<file path="src/rtl/fetch_pkg.sv">
// fetch_pkg: FSM states and shared constants for the fetch stage.
package fetch_pkg;
  typedef enum logic [1:0] {
    FS_FETCH   = 2'd0,
    FS_HOLD    = 2'd1,
    FS_DISCARD = 2'd2
  } fetch_state_t;
  localparam logic [31:0] NOP_INSTRUCTION = 32'd0;
  localparam int DEFAULT_PC_STEP = 4;
endpackage

</file>
<file path="src/rtl/if_id_register.sv">
// if_id_register: IF/ID pipeline register; priority flush > hold > load, otherwise a bubble.
module if_id_register
  import fetch_pkg::*;
#(
  parameter int ADDR_WIDTH  = 32,
  parameter int INSTR_WIDTH = 32
) (
  input  logic                   clk,
  input  logic                   reset,
  input  logic                   i_Load,
  input  logic                   i_Hold,
  input  logic                   i_Flush,
  input  logic [ADDR_WIDTH-1:0]  i_PC,
  input  logic [INSTR_WIDTH-1:0] i_Instruction,
  output logic [ADDR_WIDTH-1:0]  o_PC,
  output logic [INSTR_WIDTH-1:0] o_Instruction,
  output logic                   o_Valid
);
  logic [ADDR_WIDTH-1:0]  r_pc;
  logic [INSTR_WIDTH-1:0] r_instr;
  logic                   r_valid;
  always_ff @(posedge clk or negedge reset) begin
    if (!reset) begin
      r_pc    <= '0;
      r_instr <= '0;
      r_valid <= 1'b0;
    end else if (i_Flush) begin
      r_instr <= INSTR_WIDTH'(NOP_INSTRUCTION);
      r_valid <= 1'b0;
    end else if (!i_Hold) begin
      if (i_Load) begin
        r_pc    <= i_PC;
        r_instr <= i_Instruction;
        r_valid <= 1'b1;
      end else begin
        r_valid <= 1'b0;
      end
    end
  end
  assign o_PC          = r_pc;
  assign o_Instruction = r_instr;
  assign o_Valid       = r_valid;
endmodule

</file>
<file path="src/rtl/fetch_stage.sv">
// fetch_stage: PC owner, variable-latency imem handshake and IF/ID register.
// Define FETCH_PERF_CNT_EN to add saturating fetch/stall counters.
module fetch_stage
  import fetch_pkg::*;
#(
  parameter int ADDR_WIDTH  = 32,
  parameter int INSTR_WIDTH = 32,
  parameter int PC_STEP     = DEFAULT_PC_STEP
) (
  input  logic                   clk,
  input  logic                   reset,
  input  logic                   i_Sig_Hazard_Detected,
  input  logic                   i_Sig_Branch_Taken,
  input  logic [ADDR_WIDTH-1:0]  i_Branch_Address,
  output logic                   o_Imem_Req,
  output logic [ADDR_WIDTH-1:0]  o_Imem_Address,
  input  logic                   i_Imem_Ready,
  input  logic [INSTR_WIDTH-1:0] i_Imem_Data,
  output logic [ADDR_WIDTH-1:0]  o_IF_ID_PC,
  output logic [INSTR_WIDTH-1:0] o_IF_ID_Instruction,
  output logic                   o_IF_ID_Valid,
  output logic                   o_Sig_Fetch_Busy
`ifdef FETCH_PERF_CNT_EN
  ,
  output logic [31:0]            o_Fetch_Count,
  output logic [31:0]            o_Stall_Count
`endif
);
  fetch_state_t           r_state;
  logic [ADDR_WIDTH-1:0]  r_pc;
  logic [ADDR_WIDTH-1:0]  r_redirect;
  logic [INSTR_WIDTH-1:0] r_hold;
  logic [ADDR_WIDTH-1:0]  w_pc_next;
  logic                   w_load;
  assign w_pc_next        = r_pc + ADDR_WIDTH'(PC_STEP);
  // Gated by reset so the request is low throughout reset and rises right after release.
  assign o_Imem_Req       = reset && (r_state != FS_HOLD);
  assign o_Imem_Address   = r_pc;
  assign o_Sig_Fetch_Busy = o_Imem_Req;
  assign w_load = !i_Sig_Hazard_Detected &&
                  (r_state == FS_HOLD || (r_state == FS_FETCH && i_Imem_Ready));
  always_ff @(posedge clk or negedge reset) begin
    if (!reset) begin
      r_state    <= FS_FETCH;
      r_pc       <= '0;
      r_redirect <= '0;
      r_hold     <= '0;
    end else begin
      case (r_state)
        FS_FETCH:
          if (i_Sig_Branch_Taken) begin
            if (i_Imem_Ready) r_pc <= i_Branch_Address;
            else begin
              r_redirect <= i_Branch_Address;
              r_state    <= FS_DISCARD;
            end
          end else if (i_Imem_Ready) begin
            if (i_Sig_Hazard_Detected) begin
              r_hold  <= i_Imem_Data;
              r_state <= FS_HOLD;
            end else r_pc <= w_pc_next;
          end
        FS_HOLD:
          if (i_Sig_Branch_Taken) begin
            r_pc    <= i_Branch_Address;
            r_state <= FS_FETCH;
          end else if (!i_Sig_Hazard_Detected) begin
            r_pc    <= w_pc_next;
            r_state <= FS_FETCH;
          end
        FS_DISCARD:
          if (i_Imem_Ready) begin
            r_pc    <= i_Sig_Branch_Taken ? i_Branch_Address : r_redirect;
            r_state <= FS_FETCH;
          end else if (i_Sig_Branch_Taken) r_redirect <= i_Branch_Address;
        default: r_state <= FS_FETCH;
      endcase
    end
  end
  if_id_register #(
    .ADDR_WIDTH (ADDR_WIDTH),
    .INSTR_WIDTH(INSTR_WIDTH)
  ) u_if_id (
    .clk          (clk),
    .reset        (reset),
    .i_Load       (w_load),
    .i_Hold       (i_Sig_Hazard_Detected),
    .i_Flush      (i_Sig_Branch_Taken),
    .i_PC         (w_pc_next),
    .i_Instruction(r_state == FS_HOLD ? r_hold : i_Imem_Data),
    .o_PC         (o_IF_ID_PC),
    .o_Instruction(o_IF_ID_Instruction),
    .o_Valid      (o_IF_ID_Valid)
  );
`ifdef FETCH_PERF_CNT_EN
  logic [31:0] r_fetch_cnt;
  logic [31:0] r_stall_cnt;
  always_ff @(posedge clk or negedge reset) begin
    if (!reset) begin
      r_fetch_cnt <= '0;
      r_stall_cnt <= '0;
    end else begin
      if (w_load && !i_Sig_Branch_Taken && r_fetch_cnt != '1) r_fetch_cnt <= r_fetch_cnt + 32'd1;
      if ((i_Sig_Hazard_Detected || (r_state == FS_FETCH && !i_Imem_Ready)) && r_stall_cnt != '1)
        r_stall_cnt <= r_stall_cnt + 32'd1;
    end
  end
  assign o_Fetch_Count = r_fetch_cnt;
  assign o_Stall_Count = r_stall_cnt;
`endif
endmodule

</file>
<file path="config.mk">
export PLATFORM = sky130hd
export DESIGN_NAME = fetch_stage
export DESIGN_NICKNAME = d
export VERILOG_FILES = /design/src/rtl/fetch_pkg.sv /design/src/rtl/if_id_register.sv /design/src/rtl/fetch_stage.sv
export SDC_FILE = /design/constraint.sdc
export NUM_CORES = 1
export LEC_CHECK = 0
export BUFFER_PORTS_ARGS = -buffer_cell sky130_fd_sc_hd__buf_2
export CORE_ASPECT_RATIO = 0.6
export CORE_MARGIN = 5
export CORE_UTILIZATION = 59
export CTS_CLUSTER_SIZE = 25
export DETAILED_ROUTE_END_ITERATION = 10
export HOLD_SLACK_MARGIN = 0.03
export PLACE_DENSITY = 0.83
export SYNTH_ARGS = -nofsm -noshare
export SYNTH_HDL_FRONTEND = slang
export SYNTH_SLANG_ARGS = --single-unit
</file>
<file path="constraint.sdc">
create_clock -name clk -period 3.8 [get_ports clk]
set_clock_uncertainty 0.2 [all_clocks]
set_input_delay 0.19 -clock clk [delete_from_list [all_inputs] [get_ports clk]]
set_output_delay 0.19 -clock clk [all_outputs]
set_load 0.02 [all_outputs]
</file>
==> flow_summary.json <==
{
  "maxCapViolations": 0,
  "avgSynthCellArea_um2": 10.6,
  "clock-sinks": 163,
  "ys_seq_area_share_pct": 53.3,
  "row_count": 32,
  "grt_max_degree": 66,
  "ys_types": 46,
  "cts_setup_buffers": 0,
  "power_density_nw_per_um2": 550,
  "cts_max_path_buffers": 2,
  "fin_nets": 1004,
  "cp_data_required_time_ns": 3.90,
  "routabilityCongestion": 0.886,
  "yosys.area.top_type": "dfrtp_1",
  "final_layout_size_suffix_gt1_share_pct": 30.3,
  "fin_setup_tns_ns": 0,
  "finalCritPeriodShare_pct": 73.1,
  "ys_seq_elements": 163,
  "rsz0062_at_grt": "no",
  "tightest_slew_ns": 1.03,
  "drc_errors": 0,
  "maxSlewViolCount": 0,
  "clkLatencyLatePin_ns": 0.42,
  "period_minus_slack_ns": 2.78,
  "synthCells": 720,
  "viasPerCell": 5.92,
  "cp_max_fo": 9,
  "synth_most_common_cell": "dfrtp_1",
  "syn_nets": 790,
  "grt-ovfl-total": 0,
  "synth_edf_count": 0,
  "status": "complete, no violations",
  "ir_drop_v": 0.000347,
  "ys_warn_count": 0,
  "antenna_found_initial": 0,
  "synth_top_area_share_pct": 53.3,
  "setup_violations": 0,
  "arrival_ns": 2.87,
  "htree_levels": 4,
  "die_h_um": 98.2,
  "slowest_delay_ns": 0.68,
  "cts_tree": "done",
  "dp_hpwl_mm": 14.1,
  "cp-start-kind": "flip-flop",
  "synth_ff_type": "dfrtp_1",
  "wl_mm": 21.3,
  "antenna_left": 0,
  "crit_type": "reg -> reg",
  "synthArstFlopShare_pct": 100,
  "dp.cells": 1018,
  "io_pins": 168,
  "final_cells": 1118,
  "hold_class": "in -> reg",
  "die_x_um": 157,
  "crit_path_cell_trace": "ha_1, nand3_1, nor4_1, nand4_1, xnor2_1, a221o_1",
  "grt_pass1_wl_mm": 34.4,
  "clk_pin_slew_ns": 0.06,
  "grtUsageTotal_pct": 28.0,
  "cp-end-kind": "flip-flop",
  "first_global_vias": 6742,
  "area_delta_synth_final_pct": 29.3,
  "max_slew_margin_pct": 30.7,
  "synthTopCellsByCount": "dfrtp_1 (163), nand2_1 (73), mux2_2 (66)",
  "cts_buffers": 17,
  "drtPass1Iterations": 6,
  "synthTopCellsByArea": "dfrtp_1 (53%), mux2_2 (9.7%), mux2i_1 (4.2%)",
  "leakage_nw": 4.46,
  "cts_root_buffer": "clkbuf_16",
  "wl_per_cell_um": 19.1,
  "portBuffers": 167,
  "slowest_stage": "nor4_1",
  "drtIter0Drc": 656,
  "hold_viol_final": 0,
  "fp.dieArea_um2": 15400,
  "vias": 6620,
  "fmax_mhz": 360,
  "syn_area_um2": 7650,
  "initial_core_util_pct": 59.9,
  "core_um2": 12800
}
## worst max-delay path: cells and delay by family, from the launching register on
family,cells,cell delay [ns]
adders and majority gates,1,0.29
xor gates and xnor gates,1,0.19
and+or+nand+nor,3,1.13
DFF,1,0.51
AOI/OAI and AO/OA,1,0.34
## routing by layer
layer  track usage, %  share of wire, %
met5                0                 0
met4             6.13               1.0
met3             9.21                11
met2             43.2                46
met1             39.0                43
## layout make-up
type / count / area, µm²
antenna: 1 / 2.50
clock buffer: 22 / 474
clock inverter: 10 / 125
fill: 815 / 2880
inverter: 5 / 18.8
multi-input combinational: 498 / 3350
sequential: 163 / 4080
tap: 170 / 213
timing repair buffer: 249 / 1630
## sequential cells by signal, summed over array words and instances (netlist names)
register and count:
r_redirect 32, r_state 2, u_if_id.o_Instruction 32, r_hold 32, u_if_id.o_PC 32, o_Imem_Address 32
u_if_id.o_Valid 1
## power breakdown
group	switching (mW)	internal (mW)	leakage [nW]
combinational	0.783	0.539	2.16
sequential	0.291	2.08	2.02
clock	0.713	1.03	0.279
## repair_timing
action                                  4_1_cts  5_1_grt
endpoints found under the setup margin        0        0
resized for setup                             0        0
hold buffers                                 67        0
endpoints found under the hold margin       189        0
## path summary, 6_finish.rpt
kind | startpoint | slack (ns) | cells after the start | end
min in group asynchronous | reset | 0.10 | 2 | r_hold[9]
worst max register to register | o_Imem_Address[2] | 1.02 | 6 | o_Imem_Address[26]
worst min register to register | u_if_id.o_PC[24] | 0.28 | 2 | u_if_id.o_PC[24]
worst min-delay path | i_Sig_Branch_Taken | 0.07 | 2 | u_if_id.o_Valid
worst max-delay path | o_Imem_Address[2] | 1.02 | 6 | o_Imem_Address[26]
max in group asynchronous | reset | 2.15 | 3 | o_Imem_Address[8]
## cell usage in the layout (no fill, tap or decap), types with 4 or more instances in the layout
cell / synthesis / final
a21oi_1: 29 / 29
buf_4: 3 / 15
dfrtp_1: 163 / 163
nor3_1: 9 / 8
nor2_1: 58 / 58
a221oi_1: 8 / 8
clkinvlp_4: 0 / 4
dlygate4sd3_1: 0 / 67
inv_1: 5 / 5
nand4_1: 8 / 8
nand2_1: 73 / 72
o22ai_1: 8 / 8
a211oi_1: 38 / 37
o311ai_0: 4 / 4
o21ai_0: 54 / 54
nor4_1: 4 / 4
nand3_1: 29 / 29
buf_2: 4 / 166
mux2i_1: 32 / 32
o31a_1: 4 / 4
and3_1: 11 / 11
clkbuf_16: 0 / 17
xor2_1: 12 / 12
xnor2_1: 16 / 16
mux2_2: 66 / 66
## per-stage QoR
| stage | instance area, µm² | total power, mW | hold WS (ns) | util (%) | worst slack [ns] |
|---|---|---|---|---|---|
| global placement | 8620 | 3.58 | -0.0104 | 67.5 | 1.13 |
| floorplan | 7650 | 3.15 | -0.306 | - | 1.38 |
| CTS | 9890 | 5.43 | 0.0760 | 77.4 | 1.07 |
| detailed placement | 8620 | 3.65 | -0.000823 | 67.5 | 1.04 |
| finish | 9890 | 5.44 | 0.0714 | 77.4 | 1.02 |
| global route | 9890 | 5.70 | 0.101 | 77.4 | 0.906 |
## cell families after synthesis
family | count (synthesis) | synth area share (%)
mux | 98 | 13.9
simple gates | 214 | 13.3
compound gates | 157 | 13.0
buf+inv | 59 | 3.11
flops | 163 | 53.3
xor+xnor | 28 | 3.21
fa+ha+maj | 1 | 0.164
Note: power is estimated with default switching activity, not from simulation.
